File: config.mk
export PLATFORM = sky130hd
export DESIGN_NAME = pc_trace_monitor_flat
export DESIGN_NICKNAME = d
export VERILOG_FILES = /design/src/rtl/pc_trace_pkg.sv /design/src/rtl/pc_trace_monitor_if.sv /design/src/rtl/trace_ring.sv /design/src/rtl/pc_trace_monitor.sv /design/src/flat_wrapper.sv
export SDC_FILE = /design/constraint.sdc
export NUM_CORES = 1
export LEC_CHECK = 0
export BUFFER_PORTS_ARGS = -buffer_cell sky130_fd_sc_hd__buf_4
export CAP_MARGIN = 20
export CORE_UTILIZATION = 35
export CTS_CLUSTER_DIAMETER = 150
export DETAILED_ROUTE_END_ITERATION = 10
export HOLD_SLACK_MARGIN = 0.02
export MAX_ROUTING_LAYER = met4
export PLACE_DENSITY_LB_ADDON = 0.25
export SLEW_MARGIN = 20
export SYNTH_ARGS = -nofsm -noshare
export SYNTH_HDL_FRONTEND = slang
export SYNTH_SLANG_ARGS = --single-unit
File: constraint.sdc
create_clock -name clk -period 3.8 [get_ports clk]
set_clock_uncertainty 0.15 [all_clocks]
set_input_delay 0.76 -clock clk [delete_from_list [all_inputs] [get_ports clk]]
set_output_delay 0.76 -clock clk [all_outputs]
set_load 0.01 [all_outputs]
File: src/rtl/pc_trace_pkg.sv
// Shared state encoding and default parameters for the PC trace monitor.
package pc_trace_pkg;

    typedef enum logic [1:0] {
        IDLE    = 2'd0,
        RUN     = 2'd1,
        HALT    = 2'd2,
        TIMEOUT = 2'd3
    } state_t;

    localparam int DEF_XLEN        = 32;
    localparam int DEF_DEPTH       = 16;
    localparam int DEF_STALL_LIMIT = 4;
    localparam int DEF_MAX_CYCLES  = 1024;

endpackage

File: src/rtl/pc_trace_monitor_if.sv
// Trace input, readback and status bundle between a PC source and the monitor.
interface pc_trace_monitor_if #(
    parameter int XLEN  = 32,
    parameter int DEPTH = 16
);
    localparam int AW = $clog2(DEPTH);

    logic            clear;
    logic            pc_valid;
    logic [XLEN-1:0] pc_in;
    logic [AW-1:0]   rd_addr;
    logic [XLEN-1:0] rd_data;
    logic [AW:0]     count;
    logic [31:0]     cycles;
    logic [1:0]      state;
    logic            done;

    modport master (
        output clear, pc_valid, pc_in, rd_addr,
        input  rd_data, count, cycles, state, done
    );

    modport slave (
        input  clear, pc_valid, pc_in, rd_addr,
        output rd_data, count, cycles, state, done
    );
endinterface

File: src/rtl/trace_ring.sv
// Circular PC store: overwrites the oldest entry once full, read index is oldest-relative.
module trace_ring #(
    parameter int XLEN  = 32,
    parameter int DEPTH = 16
) (
    input  logic                      clk,
    input  logic                      reset,
    input  logic                      clr,
    input  logic                      we,
    input  logic [XLEN-1:0]           wdata,
    input  logic [$clog2(DEPTH)-1:0]  rd_addr,
    output logic [XLEN-1:0]           rd_data,
    output logic [$clog2(DEPTH):0]    count
);
    localparam int AW = $clog2(DEPTH);

    logic [XLEN-1:0] mem [DEPTH];
    logic [AW-1:0]   wr_ptr;
    logic [AW:0]     count_q;
    logic [AW-1:0]   oldest;
    logic [AW-1:0]   idx;

    always_ff @(posedge clk or posedge reset) begin
        if (reset) begin
            wr_ptr  <= '0;
            count_q <= '0;
        end else if (clr) begin
            wr_ptr  <= '0;
            count_q <= '0;
        end else if (we) begin
            wr_ptr <= wr_ptr + 1'b1;
            if (count_q != (AW+1)'(DEPTH))
                count_q <= count_q + 1'b1;
        end
    end

    always_ff @(posedge clk) begin
        if (we && !clr)
            mem[wr_ptr] <= wdata;
    end

    // When full, count's low bits are zero so the oldest entry sits at wr_ptr.
    always_comb begin
        oldest  = wr_ptr - count_q[AW-1:0];
        idx     = oldest + rd_addr;
        rd_data = ({1'b0, rd_addr} < count_q) ? mem[idx] : '0;
    end

    assign count = count_q;
endmodule

File: src/rtl/pc_trace_monitor.sv
// Captures retired PCs into a ring, detects stalls (halt) and cycle-budget overrun (timeout).
module pc_trace_monitor
    import pc_trace_pkg::*;
#(
    parameter int XLEN        = DEF_XLEN,
    parameter int DEPTH       = DEF_DEPTH,
    parameter int STALL_LIMIT = DEF_STALL_LIMIT,
    parameter int MAX_CYCLES  = DEF_MAX_CYCLES
) (
    input logic               clk,
    input logic               reset,
    pc_trace_monitor_if.slave bus
);
    localparam int SW = $clog2(STALL_LIMIT + 1);

    state_t          state_q;
    state_t          state_d;
    logic [31:0]     cycles_q;
    logic [SW-1:0]   run_q;
    logic [XLEN-1:0] last_pc;
    logic            capture;
    logic            same_pc;
    logic            stall_hit;
    logic            budget_hit;

    always_comb begin
        capture    = bus.pc_valid && !bus.clear && (state_q == IDLE || state_q == RUN);
        same_pc    = (state_q == RUN) && (bus.pc_in == last_pc);
        stall_hit  = capture && same_pc && (run_q == SW'(STALL_LIMIT - 1));
        budget_hit = (state_q == RUN) && (cycles_q == 32'(MAX_CYCLES - 1));
    end

    always_ff @(posedge clk or posedge reset) begin
        if (reset)
            state_q <= IDLE;
        else
            state_q <= state_d;
    end

    // A stall landing on the last budgeted cycle reports HALT, not TIMEOUT.
    always_comb begin
        state_d = state_q;
        if (bus.clear) begin
            state_d = IDLE;
        end else begin
            case (state_q)
                IDLE: if (capture) state_d = RUN;
                RUN: begin
                    if (stall_hit)
                        state_d = HALT;
                    else if (budget_hit)
                        state_d = TIMEOUT;
                end
                default: state_d = state_q;
            endcase
        end
    end

    always_ff @(posedge clk or posedge reset) begin
        if (reset) begin
            cycles_q <= '0;
            run_q    <= '0;
        end else if (bus.clear) begin
            cycles_q <= '0;
            run_q    <= '0;
        end else begin
            if (state_q == RUN)
                cycles_q <= cycles_q + 1'b1;
            if (capture)
                run_q <= same_pc ? SW'(run_q + 1'b1) : SW'(1);
        end
    end

    always_ff @(posedge clk) begin
        if (capture)
            last_pc <= bus.pc_in;
    end

    trace_ring #(
        .XLEN  (XLEN),
        .DEPTH (DEPTH)
    ) u_ring (
        .clk     (clk),
        .reset   (reset),
        .clr     (bus.clear),
        .we      (capture),
        .wdata   (bus.pc_in),
        .rd_addr (bus.rd_addr),
        .rd_data (bus.rd_data),
        .count   (bus.count)
    );

    assign bus.state  = state_q;
    assign bus.cycles = cycles_q;
    assign bus.done   = (state_q == HALT) || (state_q == TIMEOUT);
endmodule
File: src/flat_wrapper.sv
// flat-port wrapper written by rule: the top's interface ports become plain ports
module pc_trace_monitor_flat import pc_trace_pkg::*;
#(
    parameter int XLEN        = DEF_XLEN,
    parameter int DEPTH       = DEF_DEPTH,
    parameter int STALL_LIMIT = DEF_STALL_LIMIT,
    parameter int MAX_CYCLES  = DEF_MAX_CYCLES
)
  (clk, reset, bus_clear, bus_pc_valid, bus_pc_in, bus_rd_addr, bus_rd_data, bus_count, bus_cycles, bus_state, bus_done);
  pc_trace_monitor_if #(.XLEN(XLEN), .DEPTH(DEPTH)) bus_i ();
  input logic clk;
  input logic reset;
  input wire logic [$bits(bus_i.clear)-1:0] bus_clear;
  input wire logic [$bits(bus_i.pc_valid)-1:0] bus_pc_valid;
  input wire logic [$bits(bus_i.pc_in)-1:0] bus_pc_in;
  input wire logic [$bits(bus_i.rd_addr)-1:0] bus_rd_addr;
  output wire logic [$bits(bus_i.rd_data)-1:0] bus_rd_data;
  output wire logic [$bits(bus_i.count)-1:0] bus_count;
  output wire logic [$bits(bus_i.cycles)-1:0] bus_cycles;
  output wire logic [$bits(bus_i.state)-1:0] bus_state;
  output wire logic [$bits(bus_i.done)-1:0] bus_done;
  assign bus_i.clear = bus_clear;
  assign bus_i.pc_valid = bus_pc_valid;
  assign bus_i.pc_in = bus_pc_in;
  assign bus_i.rd_addr = bus_rd_addr;
  assign bus_rd_data = bus_i.rd_data;
  assign bus_count = bus_i.count;
  assign bus_cycles = bus_i.cycles;
  assign bus_state = bus_i.state;
  assign bus_done = bus_i.done;
  pc_trace_monitor #(.XLEN(XLEN), .DEPTH(DEPTH), .STALL_LIMIT(STALL_LIMIT), .MAX_CYCLES(MAX_CYCLES)) u_core (.clk(clk), .reset(reset), .bus(bus_i));
endmodule
After elaboration in Yosys (flattened, before gate mapping)

Memory sizes are Yosys's and may differ from the RTL's.
Cells that the tools add are included.

Input bits: 40
Output and inout port bits: 72
Bits in registers: 78
Memory bits (writable): 512
Memories: 1
Logic and storage cells: 58

$add $sub $neg: 6
Mux-type cells: 18
Eq/ne operators: 9
Reduce and logical (&&, ||, !) cells: 17
Order comparisons: 1

Memories:

| memory            | words | bits a word | rd ports | clocked after Yosys merged registers in | write ports | line             | text |
|---|---|---|---|---|---|---|---|
| u_core.u_ring.mem | 16    | 32          | 1        | 0                                       | 1           | trace_ring.sv:17 | `logic [XLEN-1:0] mem [DEPTH];` |

Operators by type and width:

| cell                                                  | number |
|---|---|
| two-way mux 32 bit                                    | 3 |
| adder 32 x 1 -> 32 bit, second input constant         | 1 |
| == test 32 x 10 -> 1 bit, second input constant       | 1 |
| == test 32 bit                                        | 1 |
| two-way mux 5 bit                                     | 3 |
| two-way mux 3 bit                                     | 3 |
| two-way mux 2 bit                                     | 4 |
| two-way mux 4 bit                                     | 2 |
| logical AND 1 bit                                     | 7 |
| nonzero test 2 bit                                    | 3 |
| adder 5 x 1 -> 5 bit, second input constant           | 1 |
| < comparator 4 x 5 -> 1 bit                           | 1 |
| inequality test 5 bit, second input constant          | 1 |
| adder 4 x 1 -> 4 bit, second input constant           | 1 |
| adder 4 bit                                           | 1 |
| == test 2 bit, second input constant                  | 2 |
| inequality test 4 x 2 -> 1 bit, second input constant | 1 |
| one-hot mux 2 bit (2 select lines)                    | 1 |
| subtractor 4 bit                                      | 1 |
| adder 3 x 1 -> 3 bit, second input constant           | 1 |
| == test 3 x 2 -> 1 bit, second input constant         | 1 |
| inequality test 3 bit, second input constant          | 1 |
| AND reduction 3 bit                                   | 1 |
| nonzero test 3 bit                                    | 1 |
| 6 further kinds                                       | 8 |

Longest topological paths before layout

Gate-level depths: netlist (run 1).

Word-level depth: 8
Mapped depth: 11

By module

A second synthesis (run 1) with hierarchy kept.

Cell total of the unflattened synthesis: 1149
Area total of the unflattened synthesis: 23933.0 um^2

By module, submodules not included:

| module           | area each (um^2) | times used | cells each |
|---|---|---|---|
| trace_ring       | 20547.2          | 1          | 845 |
| pc_trace_monitor | 3385.7           | 1          | 304 |

Worst setup path after synthesis (run 1)

No wires, ideal clock.

Path kind: input -> output
Start: input bus_rd_addr[1]
End: output bus_rd_data[10]
Stages on the path: 10
Arrival: 3.190 ns
Setup slack: -0.300 ns
Data required time: 2.890 ns
Buffers on the path: 2
Path through: inv_1 fa_1 inv_1 fa_1 clkbuf_1 clkbuf_1 mux4_2 nand2_1 a21oi_1 a2bb2oi_1

Longest elaborated chain between the ends: 3

Ends and longest elaborated chain:

| item                      | line               | text |
|---|---|---|
| from (decl)               | flat_wrapper.sv:16 | `input wire logic [$bits(bus_i.rd_addr)-1:0] bus_rd_addr;` |
| adder 4 bit               | trace_ring.sv:45   | `idx = oldest + rd_addr;` |
| memory read (16 x 32 bit) | n/a                |  |
| two-way mux 32 bit (*)    | trace_ring.sv:46   | `rd_data = ({1'b0, rd_addr} < count_q) ? mem[idx] : '0;` |
| to (decl)                 | flat_wrapper.sv:17 | `output wire logic [$bits(bus_i.rd_data)-1:0] bus_rd_data;` |

Mark *: on every way between the ends. The rest lies on a longest branch, timed or not.

Worst setup path after layout (run 1)

Start: register u_core.u_ring.wr_ptr[1]
End: output bus_rd_data[28]

Longest elaborated chain between the ends: 4

Ends and longest elaborated chain:

| item                      | line             | text |
|---|---|---|
| from (decl)               | trace_ring.sv:18 | `logic [AW-1:0] wr_ptr;` |
| from (signal assigned)    | trace_ring.sv:31 | `wr_ptr <= wr_ptr + 1'b1;` |
| subtractor 4 bit          | trace_ring.sv:44 | `oldest = wr_ptr - count_q[AW-1:0];` |
| adder 4 bit               | trace_ring.sv:45 |  |
| memory read (16 x 32 bit) | n/a              |  |
| two-way mux 32 bit        | trace_ring.sv:46 |  |

Every way passes these cells.

==> results of run 1 <==
==> routing by layer <==
metal | up-vias | GRT usage [%] | wire length, µm
met4 | 0 | 4.27 | 1120
met5 | - | - | 0
li1 | 5572 | - | -
met2 | 329 | 28.5 | 30000
met1 | 6823 | 24.3 | 26700
met3 | 81 | 3.15 | 3310
==> metrics by stage <==
| stage | cells | hold slack (ns) | worst slack [ns] |
|---|---|---|---|
| 4_1_cts | 2431 | 0.241 | -0.867 |
| 3_5_place_dp | 2314 | 0.428 | -0.765 |
| 5_1_grt | 2436 | 0.185 | -0.968 |
| 6_report | 2436 | 0.132 | -0.850 |
| 3_3_place_gp | 2314 | 0.416 | -0.785 |
| 2_1_floorplan | 1297 | 0.398 | -0.149 |
==> how the worst min path moves through the flow <==
stage | start | end | cells past startpoint
finish | reset | u_core.bus.cycles[13] | 2
global placement | u_core.bus.cycles[31] | u_core.bus.cycles[31] | 2
detailed placement | u_core.bus.cycles[4] | u_core.bus.cycles[4] | 2
global route | reset | u_core.bus.cycles[16] | 2
floorplan | u_core.run_q[0] | u_core.run_q[0] | 2
CTS | reset | u_core.bus.cycles[7] | 2
==> sequential cells by signal, indices dropped and copies added, names as in the netlist <==
name,flops
u_core.bus.state,2
u_core.u_ring.wr_ptr,4
u_core.run_q,3
u_core.last_pc,32
u_core.u_ring.count,5
u_core.bus.cycles,32
u_core.u_ring.mem,512
==> where the power goes <==
part	switching [µW]	total [µW]	internal, µW
Clock	2520	5560	3040
Combinational	2240	4610	2380
Sequential	25.6	7190	7170
Total	4780	17400	12600
==> critical path, stage by stage (launching register included) <==
cell and delay, ns:
dfrtp_1 0.36, inv_2 0.05, fa_1 0.54, inv_2 0.05, fa_4 0.86, buf_12 0.14
buf_12 0.11, clkbuf_16 0.16, buf_6 0.10, mux4_2 0.28, nand2_2 0.07, a21oi_2 0.05
a2bb2oi_2 0.15, buf_4 0.17
==> final cells by class <==
cell class | instances | area share (%)
inverters | 26 | 0.338
flip-flops and latches | 590 | 59.7
diodes | 2 | 0.0171
repair buffers | 225 | 8.48
multi-input cells | 619 | 21.5
clock buffers | 70 | 5.25
well taps | 864 | 3.69
clock inverters | 40 | 1.03
==> cells in the final DEF (no fill, tap or decap), drive strengths merged, types with 5 or more instances in the layout <==
master and count:
xnor2 44, nor4 15, a21oi 67, xor2 30
ha 16, dfrtp 46, edfxtp 544, buf 220
nor3 15, nand2 141, nand3 12, nand4 17
nor2 44, mux4 128, and3 5, clkbuf 75
inv 25, and2 18, clkinv 38, a2bb2oi 31
==> cells by family (layout without fill, tap and decap cells) <==
family	after synthesis	after routing	share of synthesized area (%)
flip-flops	590	590	73.8
multiplexers	129	129	12.2
adder cells (fa/ha/maj)	19	19	1.10
AO/OA/AOI/OAI	114	114	3.05
buffers and inverters	88	361	1.50
XOR/XNOR	74	74	2.74
AND/OR/NAND/NOR	283	283	5.55
other	0	2	0
==> what timing repair did <==
action | CTS | global route
setup endpoints to repair | 32 | 32
hold buffers | 0 | 0
gates resized for setup | 33 | 84
pin swaps | 9 | 45
cloned | 3 | 7
buffers inserted | 4 | 6
==> metrics.md, run 1 <==
| Metric | Value |
|---|---|
| Post-DP Area | about 0.027 mm² |
| CTS tree | yes |
| Cells after synthesis | around 1300 |
| Die area | just under 0.07 mm² |
| Status | finished, violations left |
| Fmax achieved | 215 MHz |
| Critical path peak fanout | 7 |
| Worst Setup EP | bus_rd_data[28] |
| Nets | about 1600 |
| Req. time, crit path | a little under 3 ns |
| R2R depth | 4 |
| Sequential Area | 0.0175 mm² |
| Design Area, Final | about 0.029 mm² |
| Crit. End Element | output port |
| Min cycle time layout | ~4.7 ns |
| Slew @ Worst Pin | between 1 and 1.5 ns |
| DR pass1 iterations | 5 |
| Number of synthesized flops with an enable pin | around 540 |
| Critical R2R Launch | u_core.bus.state[1] |
| Multi-input logic area | 0.00628 mm² |
| Pleak | between 0.009 and 0.01 µW |
| Total CTS buffers | 59 |
| Top-area cell type share of the netlist area | 69.0% |
| Routed WL per cell | approximately 25 µm |
| Setup_tns | -25.48 ns |
| Die X | 262 µm |
| Fillers | 5795 |
| Iteration-0 DRC Markers | roughly 1000 |
| Tcrit/Tclk final | 122% |
| Syn_area_per_cell | 18.3 µm² |
| Yosys top cell by area | edfxtp_1 |
| WL final | roughly 60000 µm |
| Distinct cells, synth | 41 |
| Asr flop ratio synth | under 10% |
| Final Power | roughly 17000 µW |
| Class of the worst hold path | in -> async |
| Die Span Y | about 260 µm |
| Syn_nets | between 1000 and 1500 |
| GP Congestion | 0.779 |
| Setup violators final | 32 |
| Synth Register Bits | between 500 and 600 |
| Power Density | slightly below 600 mW/mm² |
| Layout cell share with drive strength beyond 1 | between 30% and 40% |
| CTS clk-pin slew, worst paths | roughly 0.070 ns |
| Top cells by count, synth | edfxtp_1 (544), nand2_1 (141), mux4_2 (128) |
| Post-Route Utilization | 44.1% |
| Via Count | 12800 |
| DRC errors left | 0 |
| Root buffer cell | clkbuf_16 |
| Number of global-route vias before repair | 12900 |
| All-Layer GR Usage | 18.0% |
| RR Endpoint | u_core.u_ring.mem[6][16] |
| Slew Limit Fails | 0 |
| Most numerous cell in the Yosys netlist | edfxtp_1 |
| Arr. time, crit path | ~3.7 ns |
| Skew-Pair Late Insertion Delay | roughly 0.66 ns |
| Dpl hpwl | ~35000 µm |
| Kind of critical path | reg -> out |
| Startpoint Class | register |
| Largest net degree at the start of global routing | 47 |
| Clk sinks | around 600 |
| First-pass GRT wire length | 87400 µm |
| Relative slew slack | between 30% and 40% |
| Row count | 94 |
| Post-Syn Area | 0.0237 mm² |
| Prevailing post-synth register cell | edfxtp_1 |
| Setup crit start | u_core.u_ring.wr_ptr[1] |
| Initial antenna violation count | 2 |
| Syn-to-layout area delta | 23.6% |
| Setup ws final | -0.850 ns |
| Routed Antenna Nets | 0 |
| VDD IR max | 372 µV |
| H-tree Lvls | 2 |
| Core Area | roughly 0.066 mm² |
| Buffers added on ports | roughly 110 |
| Max cap viols | 0 |
| R2R Setup Slk | about 1.2 ns |
| Violated checks | negative setup slack |
| I/O pins | ~110 |
| Initial Util | a little over a third |
| Grt ovf | 0 |
| Clk buf depth | 3 |
| YS warnings | 0 |
| Synth area leaders | edfxtp_1 (69%), mux4_2 (12%), dfrtp_1 (4.9%) |
| RSZ-0062 raised after global routing | true |
| Drt via density | around 5.3 |
| Fin. Hold Viols | 0 |
| Seq/Total Area, Yosys | between 70% and 80% |
Note: power is estimated with default switching activity, not from simulation.
==> inputs of run 2 (changes only) <==
--- a/config.mk
+++ b/config.mk
@@ -8,6 +8,7 @@
 export BUFFER_PORTS_ARGS = -buffer_cell sky130_fd_sc_hd__buf_4
 export CAP_MARGIN = 20
 export CORE_UTILIZATION = 35
+export CTS_BUF_LIST = sky130_fd_sc_hd__clkbuf_4 sky130_fd_sc_hd__clkbuf_8
 export CTS_CLUSTER_DIAMETER = 150
 export DETAILED_ROUTE_END_ITERATION = 10
 export HOLD_SLACK_MARGIN = 0.02
==> run 2 against run 1 <==
  * The flow still finishes with violations (negative setup slack)
  * Total power is 0.44% lower
  * Cell area is 0.17% higher
  * Sequential share of layout area is 0.10 points lower
  * Sequential cell count stayed put
  * Combinational power is 1% lower
  * Core utilization is 0.075 points higher
  * Die area stayed put
  * Via count is 1.3% higher
  * Clock-buffer cell count is 71 higher
  * Non-clock buffer count is 2 lower
  * Critical path type unchanged
  * Highest routed layer unchanged
==> metrics.md, run 2 (same netlist as run 1, synthesis figures left out) <==
| Metric | Value |
|---|---|
| Die area | 0.0687 mm² (unchanged) |
| Violated checks | negative setup slack |
| Hold Buf Count CTS | 0 (unchanged) |
| Routed WL per cell | 24.5 µm (-2.2%) |
| Grt met3 use | 3.50% (+0.35 points) |
| R2R Setup Slk | 1.17 ns (-0.02 ns) |
| Drt via density | 5.19 (-1.3%) |
| Initial Util | 35.7% (unchanged) |
| Tcrit/Tclk final | 124% (+1.4 points) |
| Req. time, crit path | 2.89 ns (about the same) |
| Most flop-heavy register | u_core.u_ring.mem |
| Die Span Y | 262 µm (unchanged) |
| Crit. End Element | output port |
| VDD IR max | 321 µV (-14%) |
| Final Power | 17300 µW (-0.44%) |
| Class of the worst hold path | in -> async |
| Total CTS buffers | 97 (+64%) |
| Design Area, Final | 0.0293 mm² (+0.17%) |
| Via Count | 13000 (+1.3%) |
| Startpoint Class | register |
| First-pass GRT wire length | 88200 µm (+0.89%) |
| Iteration-0 DRC Markers | 997 (-0.20%) |
| GR peak layer | met2 |
| Post-DP Area | 0.0267 mm² (unchanged) |
| Kind of critical path | reg -> out |
| Slew @ Worst Pin | 1.03 ns (+0.00834 ns) |
| Largest register FFs | 512 (unchanged) |
| Arr. time, crit path | 3.79 ns (+0.05 ns) |
| Root buffer cell | clkbuf_8 |
| Grt ovf | 0 (unchanged) |
| Dpl hpwl | 34800 µm (unchanged) |
| Setup violators final | 32 (unchanged) |
| DRC errors left | 0 (unchanged) |
| Layout cell share with drive strength beyond 1 | 38.1% (+2.8 points) |
| Relative slew slack | 31.4% (-0.56 points) |
| Met1 usage | 24.2% (-0.13 points) |
| WL final | 61300 µm (+0.30%) |
| CTS tree | yes |
| Critical path peak fanout | 7 (unchanged) |
| Pleak | 0.0100 µW (+0.93%) |
| Power Density | 590 mW/mm² (-0.61%) |
| H-tree Lvls | 3 (+1) |
| CTS clk-pin slew, worst paths | 0.06 ns (about the same) |
| Min cycle time layout | 4.70 ns (+0.0521 ns) |
| RSZ-0062 raised after global routing | true |
| Status | finished, violations left |
| Number of global-route vias before repair | 13300 (+3.2%) |
| Buffers added on ports | 111 (unchanged) |
| Routed Antenna Nets | 0 (unchanged) |
| DR pass1 iterations | 5 (unchanged) |
| Nets | 1616 (+2.3%) |
| Syn-to-layout area delta | 23.8% |
| GR Util met2 | 28.6% (+0.088 points) |
| Fin. Hold Viols | 0 (unchanged) |
| All-Layer GR Usage | 18.3% (+0.21 points) |
| Row count | 94 (unchanged) |
| Setup ws final | -0.903 ns (-0.0521 ns) |
| Die X | 262 µm (unchanged) |
| Core Area | 0.0663 mm² (unchanged) |
| Commonest non-fill, non-tap cell in the layout | edfxtp_1 |
| GP Congestion | 0.779 (unchanged) |
| Clk buf depth | 3 (unchanged) |
| Largest net degree at the start of global routing | 47 (unchanged) |
| Worst hold margin | 0.0755 ns (-0.0561 ns) |
| I/O pins | 112 (unchanged) |
| Slew Limit Fails | 0 (unchanged) |
| Max cap viols | 0 (unchanged) |
| Most frequent cells in the layout | edfxtp_1 (544), buf_4 (158), mux4_2 (128) |
| Initial antenna violation count | 3 (+1) |
| Fmax achieved | 213 MHz (-1.1%) |
| Skew-Pair Late Insertion Delay | 0.70 ns (+0.04 ns) |
| Clk sinks | 590 (unchanged) |
## run 2: cell count changes in the layout (fill, tap and decap cells not counted), sizes merged
| cell | previous run | this run |
|---|---|---|
| clkbuf | 75 | 145 |
| inv | 25 | 30 |
| diode | 2 | 3 |
| buf | 220 | 219 |
| clkinvlp | 1 | 0 |
| clkinv | 38 | 27 |
## run 2: layout make-up
| type | instances | area [µm²] |
|---|---|---|
| Fill cell | 5811 | 37000 |
| Sequential cell | 590 | 17500 |
| Multi-Input combinational cell | 619 | 6280 |
| Timing Repair Buffer | 223 | 2430 |
| Clock buffer | 141 | 1700 |
| Tap cell | 864 | 1080 |
| Clock inverter | 33 | 244 |
| Inverter | 26 | 98.8 |
| Antenna cell | 3 | 7.51 |
## run 2: worst paths after layout
kind	startpoint	endpoint	depth (start not counted)
worst min register to register	u_core.bus.cycles[1]	u_core.bus.cycles[1]	2
worst max-delay path	u_core.u_ring.wr_ptr[1]	bus_rd_data[7]	12
min in group clk	bus_pc_in[25]	u_core.u_ring.mem[15][25]	1
worst max register to register	u_core.bus.state[1]	u_core.u_ring.mem[6][19]	4
max in group asynchronous	reset	u_core.u_ring.wr_ptr[2]	2
worst min-delay path	reset	u_core.bus.cycles[16]	2
## run 2: through the flow
stage                     setup TNS, ns  setup WS [ns]  util, %  cells
after global routing             -31.73          -1.05     44.2   2499
after CTS                        -28.81         -0.943     43.6   2495
after global placement           -20.55         -0.785     40.3   2314
final                            -26.73         -0.903     44.2   2499
after detailed placement         -20.00         -0.765     40.3   2314
after floorplan                   -3.12         -0.149        -   1297
## run 2: repair_timing
item,4_1_cts,5_1_grt
setup endpoints to repair,32,32
pin swaps,9,51
setup buffers,4,6
cloned,3,6
gates resized for setup,32,86
## run 2: worst max-delay path, cell delays in order, from the launching register on
cell and delay, ns:
dfrtp_1 0.35, inv_2 0.05, fa_1 0.54, inv_2 0.05, fa_4 0.86, buf_12 0.14
buf_8 0.12, buf_12 0.13, mux4_2 0.32, nand2_2 0.10, a21oi_2 0.06, a2bb2oi_2 0.19
buf_4 0.20
## run 2: power by group
part / switching [µW] / internal [µW] / total [µW]
logic: 2220 / 2330 / 4560
registers: 25.7 / 7170 / 7200
clock network: 2510 / 3020 / 5540
## run 2: per-layer routing
metal  vias to the layer above  share of wire (%)
met3                        89                5.2
li1                       5660                  -
met4                         0                2.0
met2                       341                 49
met5                         -                  0
met1                      6879                 44
==> inputs of run 3 (changes only) <==
--- a/config.mk
+++ b/config.mk
@@ -7,8 +7,10 @@
 export LEC_CHECK = 0
 export BUFFER_PORTS_ARGS = -buffer_cell sky130_fd_sc_hd__buf_4
 export CAP_MARGIN = 20
+export CELL_PAD_IN_SITES_DETAIL_PLACEMENT = 1
+export CELL_PAD_IN_SITES_GLOBAL_PLACEMENT = 2
 export CORE_UTILIZATION = 35
-export CTS_BUF_LIST = sky130_fd_sc_hd__clkbuf_4 sky130_fd_sc_hd__clkbuf_8
+export CTS_BUF_LIST = sky130_fd_sc_hd__clkbuf_2
 export CTS_CLUSTER_DIAMETER = 150
 export DETAILED_ROUTE_END_ITERATION = 10
 export HOLD_SLACK_MARGIN = 0.02
==> run 3 against run 2 <==
  * Non-clock buffer count grew 43
  * Core utilization shrank 0.54 points
  * The flow still finishes with violations (negative setup slack)
  * Highest routed layer unchanged
  * Clock power shrank 21%
  * Cell area shrank 1.2%
  * Die area is the same
  * Fmax shrank 11%
  * Worst setup slack lost 0.56 ns
==> metrics.md, run 3 (same netlist as run 1, synthesis figures left out) <==
| Metric | Value |
|---|---|
| All-Layer GR Usage | 19.4% (+1.1 points) |
| Critical path's slowest cell | fa_4 |
| Delay-heaviest family, CP | adder cells |
| Number of global-route vias before repair | 14500 (+9.2%) |
| Status | finished, violations left |
| Largest register FFs | 512 (unchanged) |
| Total CTS buffers | 155 (+60%) |
| First-pass GRT wire length | 92500 µm (+5.0%) |
| Violated checks | negative setup slack |
| Sw Share | 29.7% (+2.2 points) |
| Iteration-0 DRC Markers | 913 (-8.4%) |
| Pleak | 0.0102 µW (+1.4%) |
| Combinational power share | 27.6% (+1.2 points) |
| CP bufs+invs | 5 (-1) |
| Grt ovf | 0 (unchanged) |
| Psw | 4740 µW (-0.48%) |
| I/O pins | 112 (unchanged) |
| Core Area | 0.0663 mm² (unchanged) |
| Power Density | 551 mW/mm² (-6.6%) |
| Class of the worst hold path | in -> reg |
| H-tree Lvls | 4 (+1) |
| Worst-path cell chain | fa_1 > inv_2 > fa_4 > buf_12 > buf_4 > clkbuf_16 > mux4_2 > nand2_2 > a21oi_2 > a2bb2oi_1 > buf_4 |
| RSZ-0062 raised after global routing | true |
| Nets | 1717 (+6.3%) |
| Max cap viols | 0 (unchanged) |
| Worst hold margin | 0.206 ns (+0.130 ns) |
| Most flop-heavy register | u_core.u_ring.mem |
| Commonest non-fill, non-tap cell in the layout | edfxtp_1 |
| Clk sinks | 590 (unchanged) |
| Layout cell share with drive strength beyond 1 | 36.8% (-1.3 points) |
| GP Congestion | 0.744 (-4.5%) |
| Startpoint Class | register |
| Clock share of power | 27.4% (-4.6 points) |
| DR pass1 iterations | 4 (-1) |
| Initial antenna violation count | 4 (+1) |
| WL final | 62800 µm (+2.4%) |
| Critical path's largest stage delay | 0.82 ns (-0.04 ns) |
| Most frequent CP cell | buf_4 |
| Tcrit/Tclk final | 138% (+15 points) |
| Die area | 0.0687 mm² (unchanged) |
| Arr. time, crit path | 4.35 ns (+0.56 ns) |
| Relative slew slack | 39.6% (+8.3 points) |
| Clk buf depth | 3 (unchanged) |
| Pre-CTS setup slack | -0.684 ns (+0.0815 ns) |
| Setup ws final | -1.46 ns (-0.558 ns) |
| Dpl hpwl | 36000 µm (+3.6%) |
| Min cycle time layout | 5.26 ns (+0.558 ns) |
| Critical path peak fanout | 10 (+3) |
| CTS tree | yes |
| Syn-to-layout area delta | 22.3% |
| Fmax achieved | 190 MHz (-11%) |
| Sequential Power Share | 45.0% (+3.4 points) |
| Largest net degree at the start of global routing | 49 (+4.3%) |
| Root buffer cell | clkbuf_2 |
| CTS clk-pin slew, worst paths | 0.12 ns (+0.06 ns) |
| Setup violators final | 32 (unchanged) |
| Row count | 94 (unchanged) |
| Slew Limit Fails | 0 (unchanged) |
| Kind of critical path | reg -> out |
| Routed Antenna Nets | 0 (unchanged) |
| Die Span Y | 262 µm (unchanged) |
| Crit. End Element | output port |
| Buffers added on ports | 111 (unchanged) |
| Via Count | 13300 (+2.6%) |
| Initial Util | 35.7% (unchanged) |
| Skew-Pair Late Insertion Delay | 1.30 ns (+0.60 ns) |
| Most frequent cells in the layout | edfxtp_1 (544), clkbuf_2 (209), buf_4 (164) |
| P_int | 11200 µW (-10%) |
| Drt via density | 5.05 (-2.7%) |
| Fin. Hold Viols | 0 (unchanged) |
| Req. time, crit path | 2.89 ns (about the same) |
| Slew @ Worst Pin | 0.904 ns (-0.124 ns) |
| Die X | 262 µm (unchanged) |
| DRC errors left | 0 (unchanged) |
| Routed WL per cell | 23.8 µm (-2.9%) |
| Post-Route Utilization | 43.7% (-0.54 points) |
| VDD IR max | 298 µV (-7.1%) |
==> run 3: what timing repair did <==
item | CTS | global route
pin swaps | 12 | 6
hold endpoints to repair | 636 | 0
resized for setup | 31 | 34
endpoints found under the setup margin | 32 | 32
cloned | 4 | 1
buffers inserted | 5 | 5
hold buffers | 48 | 0
==> run 3: path summary, 6_finish.rpt <==
path	from	endpoint	slack [ns]	depth (start not counted)
worst max-delay path	u_core.u_ring.count[1]	bus_rd_data[12]	-1.46	11
worst min-delay path	bus_pc_in[30]	u_core.u_ring.mem[1][30]	0.21	2
worst max register to register	u_core.bus.state[1]	u_core.u_ring.mem[1][7]	0.87	4
worst min register to register	u_core.run_q[0]	u_core.run_q[0]	0.46	2
max in group asynchronous	reset	u_core.u_ring.wr_ptr[0]	2.33	4
min in group asynchronous	reset	u_core.bus.cycles[17]	0.57	4
==> run 3: cell type report <==
cell class | instances | area, µm²
diodes | 5 | 12.5
clock buffers | 209 | 1050
clock inverters | 57 | 338
fillers | 6573 | 37400
inverters | 26 | 98.8
multi-input cells | 619 | 6120
flip-flops and latches | 590 | 17500
well taps | 864 | 1080
repair buffers | 266 | 2780
==> run 3: metrics by stage <==
stage | std cells | setup TNS (ns) | instance area (µm²) | power [µW]
3_5_place_dp | 2303 | -20.15 | 26600 | 11200
6_report | 2636 | -45.02 | 29000 | 16000
3_3_place_gp | 2303 | -19.96 | 26600 | 11200
2_1_floorplan | 1297 | -3.12 | 23700 | 9530
4_1_cts | 2626 | -52.36 | 28800 | 16000
5_1_grt | 2635 | -54.64 | 29000 | 16700
==> run 3: per-layer routing <==
layer  GRT usage, %  wire (µm)  vias up
met3           4.95       2660       73
li1               -          -     5937
met2           30.6      31300      298
met4           5.89        922        0
met5              -          0        -
met1           24.5      27800     6998
==> run 3: power groups by stage <==
stage	Clock, µW	Combinational (µW)	Sequential [µW]
2_1_floorplan	0	2200	7330
3_3_place_gp	0	3900	7330
3_5_place_dp	0	3920	7330
4_1_cts	4560	4290	7180
5_1_grt	4850	4700	7190
6_report	4370	4400	7180
